==> src/rtl/inst_fetch.sv <==
`default_nettype none
// ============================================================================
// Module   : inst_fetch
// Brief    : LEGv8 fetch stage. Owns the PC, issues in-order reads to a
//            1-cycle synchronous instruction memory and holds up to two
//            fetched words in a small output FIFO while decode stalls.
// Revision : 1.0  initial release
// ============================================================================
module inst_fetch #(
    parameter int              WORD      = 64,
    parameter int              INST_SIZE = 32,
    parameter logic [WORD-1:0] RESET_PC  = '0
) (
    input  logic                 clk,
    input  logic                 rst_n,
    output logic                 imem_en,
    output logic [WORD-1:0]      imem_addr,
    input  logic [INST_SIZE-1:0] imem_rdata,
    input  logic                 br_taken,
    input  logic [WORD-1:0]      br_target,
    input  logic                 id_ready,
    output logic                 if_valid,
    output logic [WORD-1:0]      if_pc,
    output logic [INST_SIZE-1:0] if_inst
);

    localparam logic [WORD-1:0] c_PC_STEP    = WORD'(4);
    localparam logic [WORD-1:0] c_ALIGN_MASK = ~WORD'(3);

    // Fetch state
    logic [WORD-1:0]      r_pc;
    logic                 r_inflight;
    logic [WORD-1:0]      r_inflight_pc;

    // Output FIFO, entry 0 is always the head
    logic [1:0]           r_count;
    logic [WORD-1:0]      r_e0_pc;
    logic [INST_SIZE-1:0] r_e0_inst;
    logic [WORD-1:0]      r_e1_pc;
    logic [INST_SIZE-1:0] r_e1_inst;

    logic                 w_pop;
    logic                 w_push;
    logic [1:0]           w_occ_after_pop;
    logic [WORD-1:0]      w_target;

    assign w_pop    = (r_count != 2'd0) & id_ready;
    assign w_push   = r_inflight & ~br_taken;
    assign w_target = br_target & c_ALIGN_MASK;

    // Slots already committed (buffered + in flight) once this cycle's pop retires
    assign w_occ_after_pop = r_count + {1'b0, r_inflight} - {1'b0, w_pop};

    assign imem_en   = rst_n & ~br_taken & (w_occ_after_pop < 2'd2);
    assign imem_addr = r_pc;

    assign if_valid = (r_count != 2'd0);
    assign if_pc    = r_e0_pc;
    assign if_inst  = r_e0_inst;

    always_ff @(posedge clk) begin
        if (!rst_n) begin
            r_pc          <= RESET_PC;
            r_inflight    <= 1'b0;
            r_inflight_pc <= '0;
        end else if (br_taken) begin
            r_pc       <= w_target;
            r_inflight <= 1'b0;
        end else if (imem_en) begin
            r_pc          <= r_pc + c_PC_STEP;
            r_inflight_pc <= r_pc;
            r_inflight    <= 1'b1;
        end else begin
            r_inflight <= 1'b0;
        end
    end

    always_ff @(posedge clk) begin
        if (!rst_n) begin
            r_count   <= 2'd0;
            r_e0_pc   <= '0;
            r_e0_inst <= '0;
            r_e1_pc   <= '0;
            r_e1_inst <= '0;
        end else if (br_taken) begin
            r_count <= 2'd0;
        end else begin
            case ({w_push, w_pop})
                2'b01: begin
                    r_e0_pc   <= r_e1_pc;
                    r_e0_inst <= r_e1_inst;
                    r_count   <= r_count - 2'd1;
                end
                2'b10: begin
                    if (r_count == 2'd0) begin
                        r_e0_pc   <= r_inflight_pc;
                        r_e0_inst <= imem_rdata;
                    end else begin
                        r_e1_pc   <= r_inflight_pc;
                        r_e1_inst <= imem_rdata;
                    end
                    r_count <= r_count + 2'd1;
                end
                2'b11: begin
                    // Simultaneous push/pop: the new word lands behind whatever remains
                    if (r_count == 2'd1) begin
                        r_e0_pc   <= r_inflight_pc;
                        r_e0_inst <= imem_rdata;
                    end else begin
                        r_e0_pc   <= r_e1_pc;
                        r_e0_inst <= r_e1_inst;
                        r_e1_pc   <= r_inflight_pc;
                        r_e1_inst <= imem_rdata;
                    end
                end
                default: begin
                end
            endcase
        end
    end

endmodule
`default_nettype wire

==> config.mk <==
export PLATFORM = sky130hd
export DESIGN_NAME = inst_fetch
export DESIGN_NICKNAME = d
export VERILOG_FILES = /design/src/rtl/inst_fetch.sv
export SDC_FILE = /design/constraint.sdc
export NUM_CORES = 1
export LEC_CHECK = 0
export ABC_AREA = 1
export CAP_MARGIN = 5
export CORE_MARGIN = 5
export CORE_UTILIZATION = 57
export DETAILED_ROUTE_END_ITERATION = 7
export GPL_ROUTABILITY_DRIVEN = 1
export GPL_TIMING_DRIVEN = 1
export HOLD_SLACK_MARGIN = 0.03
export PLACE_DENSITY = 0.86
export SYNTH_ARGS = -nofsm -noshare
export SYNTH_HDL_FRONTEND = slang
export SYNTH_SLANG_ARGS = --single-unit
==> constraint.sdc <==
create_clock -name clk -period 4.65 [get_ports clk]
set_input_delay 0.93 -clock clk [delete_from_list [all_inputs] [get_ports clk]]
set_output_delay 0.93 -clock clk [all_outputs]
set_load 0.05 [all_outputs]
Word-level counts from Yosys, hierarchy flattened. Cells that the tools add are included.

Add/subtract/negate cells: 5. Order comparisons: 1. Eq/ne operators: 7. Muxes and demuxes: 16. Bitwise logic cells: 6. Reductions and logical operators: 10.

Operator list (count): 2-to-1 mux 64 bit (6); case mux 64 bit (3 select lines) (1); 2-to-1 mux 32 bit (4); case mux 64 bit (2 select lines) (1); case mux 32 bit (3 select lines) (1); adder 64 x 3 -> 64 bit (second input constant) (1); case mux 32 bit (2 select lines) (1); nonzero test 2 bit (4); inequality test 2 bit (second input constant) (3); AND 1 bit (4); == test 2 x 1 -> 1 bit (second input constant) (2); == test 2 bit (second input constant) (2); case mux 2 bit (2 select lines) (1); AND reduction 4 bit (1); AND reduction 3 bit (1); nonzero test 3 bit (1); adder 2 x 1 -> 2 bit (1); adder 2 x 1 -> 2 bit (second input constant) (1); logical NOT 2 bit (1); less-than comparator 2 bit (second input constant) (1); inverter 1 bit (2); AND reduction 2 bit (1); OR reduction 2 bit (1); subtractor 2 x 1 -> 2 bit (1); 2 further kinds (2).

Flip-flop bits (word level): 323. Input port bits: 100. Output and inout port bits: 162. Word-level logic and storage cells: 54.

Depth between registers and ports, before layout.
Depth in word-level cells: 7. Gate-level depth with buffers: 19. Mapped depth without buffers: 18.

Worst setup path before layout. Ideal clock, no wire load.

Path kind: register to output. Start: register r_count[0]. End: output imem_en. Arrival time: 2.451 ns. Data required time: 3.720 ns. Slack: 1.269 ns. Stages on the path, launching flop included: 16. Path through: dfxtp_1 > inv_1 > ha_1 > inv_1 > nand2_1 > inv_1 > ha_1 > inv_1 > nand2_1 > inv_1 > nand2_1 > nand2_1 > nand2_2 > inv_2 > buf_2 > buf_2.

Cells in the longest elaborated chain, start to end: 5.

Ends and longest elaborated chain: from (decl) (RTL line 36) `logic [1:0] r_count;`; from (signal assigned) (RTL line 92) `r_count <= r_count - 2'd1;`; from (signal assigned) (RTL line 102) `r_count <= r_count + 2'd1;`; nonzero test 2 bit; via if_valid (RTL line 22) `output logic if_valid,`; AND 1 bit (RTL line 47) `assign w_pop = (r_count != 2'd0) & id_ready;`; subtractor 2 x 1 -> 2 bit (RTL line 52) `assign w_occ_after_pop = r_count + {1'b0, r_inflight} - {1'b0, w_pop};`; less-than comparator 2 bit (RTL line 54) `assign imem_en = rst_n & ~br_taken & (w_occ_after_pop < 2'd2);`; AND 1 bit (RTL line 54); to (decl) (RTL line 16) `output logic imem_en,`.

The timed path passes the listed nets, and every way through them passes these cells.

Worst setup path after layout.
Start: input id_ready. End: output imem_en.

Cells in the longest elaborated chain, start to end: 4.

Ends and longest elaborated chain: from (decl) (RTL line 21) `input logic id_ready,`; AND 1 bit (RTL line 47); subtractor 2 x 1 -> 2 bit (RTL line 52); less-than comparator 2 bit (RTL line 54); AND 1 bit (RTL line 54).

No other way between the ends.

==> results.cfg <==
[worst_setup_path]
startpoint_type = primary input
r2r-start = r_count[0]
reg2reg_depth = 17
crit_fanout = 21
r2r_end = imem_addr[9]
slowest_delay_ps = 410
path_cells = clkdlybuf4s50_1 > nand2_1 > inv_1 > ha_1 > inv_1 > nand2_1 > inv_1 > nand2_1 > nand2_1 > nand2_4 > inv_2 > buf_12
cp.arrival_ps = 2970
crit_top_cell = nand2_1
crit_type = in -> out
critPathBufInv = 6
critPathSlowestCell = clkdlybuf4s50_1
critical-path-top-delay-family = buffers and inverters
r2r_slack_ps = 1390
end_kind = primary output
crit_required_ps = 3720

[global_routing]
grt_pass1_vias = 13700
met3_usage_pct = 3.62
antenna_found_initial = 0
grtUsageMet2_pct = 47.8
grt-ovfl-total = 0
grt_max_degree = 232
grt_pass1_wl_microns = 72500
grtUsageMet1_pct = 44.0
top_usage_layer = met2
grt_usage_pct = 30.4

[run]
max-cap-violations = 0

[layout]
drive_gt1_share_pct = 5.28
antenna_cells = 0
area_delta_synth_final_pct = 24.5
fin_nets = 2339
num-fill-cells = 1984
postLayoutCoreUtil_pct = 72.2
stdcell_count = 2585

[floorplan]
die_area_sq_um = 29000
row_count = 58
core-area_sq_um = 25300
fp.dieH_microns = 170
start_util_pct = 58.0
ios = 262
fp.dieW_microns = 170

[clock_network]
clockBufferDepth = 3
cts_resized = 0
root_buffer = clkbuf_16
tritoncts = built
postCtsHoldBufs = 0
cts_setup_buffers = 0
cts_sinks = 315
clk_pin_slew_ps = 60
cts_max_level = 1
insertion_delay_ps = 560
cts-buffers-inserted = 31

[timing]
finalCritPeriodShare_pct = 83.9
rsz0062_at_grt = no
finalSetupViolCount = 0
finalHoldViolations = 0
slew_headroom_pct = 32.4
fin_setup_tns_ps = 0
worstMarginPinSlew_ps = 1010
slew_viol_final = 0
period_needed_ps = 3900
clock_skew_ps = 10.9
clock.fmax_mhz = 256
holdWs_ps = 474

[pwr]
power_density_nw_per_um2 = 374
peakVddDrop_mv = 0.456
power.leakage_nw = 6.70
power_w = 0.00681

[placed_design]
place_hpwl_microns = 30000
place_inst = 2530
finalWeightedCongestion = 0.940
port_buffers = 255

[yosys]
synth_top_family_by_area = simple AND/OR/NAND/NOR gates
syn_area_sq_um = 14600
muxShareOfSynthArea_pct = 0
yosys_warnings = 0
synth_seq_cells = 315
synthCells = 2080
synth_seq_area_share_pct = 43.1
synth_fa_ha_area_share_pct = 0.513
syn-mean-instance-area_sq_um = 7.04
synthXorXnorAreaFrac_pct = 1.56
synth_compound_area_share_pct = 21.1
yosys.area_share.simple_pct = 25.1
synth_cell_types = 38

[route]
drtAntennaViolNets = 0
drt_iter0_markers = 1829
vias_per_cell = 5.83
drtPass1Iterations = 5
drc_errors = 0
wl_per_cell_microns = 18.0
drt_wl_total_microns = 46500
vias = 15100

[worst_hold_path]
min_from = r_e1_inst[7]
min_path_type = reg -> reg
worstHoldEndpoint = r_e1_inst[7]
min_path_cells = 2

[outcome]
status = complete, no violations
[cell families (layout without fill, tap and decap cells)]
logic type | after synthesis | after routing
simple gates | 851 | 851
fa+ha+maj | 6 | 6
compound gates | 572 | 572
flops | 315 | 315
other cells | 1 | 4
xor+xnor | 26 | 26
buf+inv | 309 | 481
[cell usage after synthesis (all sizes together)]
cell type / n / area [sq um]
a22oi: 5 / 37.5
o211ai: 6 / 45.0
nor2: 305 / 1260
o211a: 1 / 10.0
xnor2: 3 / 26.3
nand2: 353 / 1370
conb: 1 / 3.75
a21boi: 2 / 15.0
nand3: 165 / 846
nand4: 9 / 56.3
nor3: 7 / 51.3
inv: 157 / 589
buf: 67 / 354
xor2: 23 / 201
ha: 6 / 75.1
and2: 1 / 6.26
a31oi: 100 / 626
o21ai: 337 / 1690
dfxtp: 315 / 6310
a211oi: 20 / 150
clkbuf: 85 / 319
nand3b: 11 / 82.6
a21oi: 101 / 517
[where the power goes]
part / internal, W / total, W / switching [W] / leakage, nW
Sequential: 0.00286 / 0.00300 / 0.000139 / 2.57
Combinational: 0.000382 / 0.00116 / 0.000778 / 3.60
Clock: 0.00159 / 0.00265 / 0.00106 / 0.522
Total: 0.00483 / 0.00681 / 0.00198 / 6.70
[routing by layer]
layer  vias to the layer above  share of wire (%)
met1                      7024                 43
li1                       7222                  -
met4                         0                2.8
met3                        90                8.8
met5                         -                  0
met2                       740                 45
[metrics by stage]
| stage | area (sq um) | worst slack [ps] |
|---|---|---|
| 6_report | 18200 | 747 |
| 5_1_grt | 18200 | 622 |
| 4_1_cts | 18200 | 769 |
| 3_5_place_dp | 17100 | 785 |
| 3_3_place_gp | 17100 | 753 |
| 2_1_floorplan | 14600 | 1270 |
[cells in the final DEF (no fill, tap or decap), drive strengths merged, types with 4 or more instances in the layout]
cell type,count
xor2,23
ha,6
bufinv,5
buf,17
dfxtp,315
inv,157
nand3b,11
o21ai,337
clkbuf,42
nand3,165
nor2,305
nor3,7
o211ai,6
clkdlybuf4s50,252
nand4,9
a31oi,100
conb,4
a21oi,101
a211oi,20
clkinv,5
nand2,353
a22oi,5
[worst register-to-register path, delay by kind of cell, from the launching register on]
kind,cells,cell delay [ps]
and+or+nand+nor,8,1190
AOI/OAI and AO/OA,1,130
adders and majority gates,2,460
buffers and inverters,6,1070
DFF,1,370
[registers in the layout, indices dropped and copies added (netlist names)]
register	flops
if_inst	32
r_e1_inst	32
imem_addr	62
if_pc	62
r_count	2
r_inflight_pc	62
r_inflight	1
r_e1_pc	62
[final cells by class]
type | instances | area, sq um | area share [%]
clock buffer | 42 | 877 | 4.81
clock inverter | 13 | 201 | 1.11
inverter | 157 | 591 | 3.24
multi-input combinational | 1459 | 7100 | 39.0
sequential | 315 | 6310 | 34.6
tap | 330 | 413 | 2.27
timing repair buffer | 269 | 2740 | 15.0
[how the worst max path moves through the flow]
stage               startpoint  endpoint  slack [ps]  cells after the start
floorplan           r_count[0]   imem_en        1270                     15
global placement      id_ready   imem_en         750                     12
detailed placement    id_ready   imem_en         780                     12
CTS                   id_ready   imem_en         770                     12
global route        r_count[0]   imem_en         620                     14
finish                id_ready   imem_en         750                     12
(Power assumes the default switching activity.)
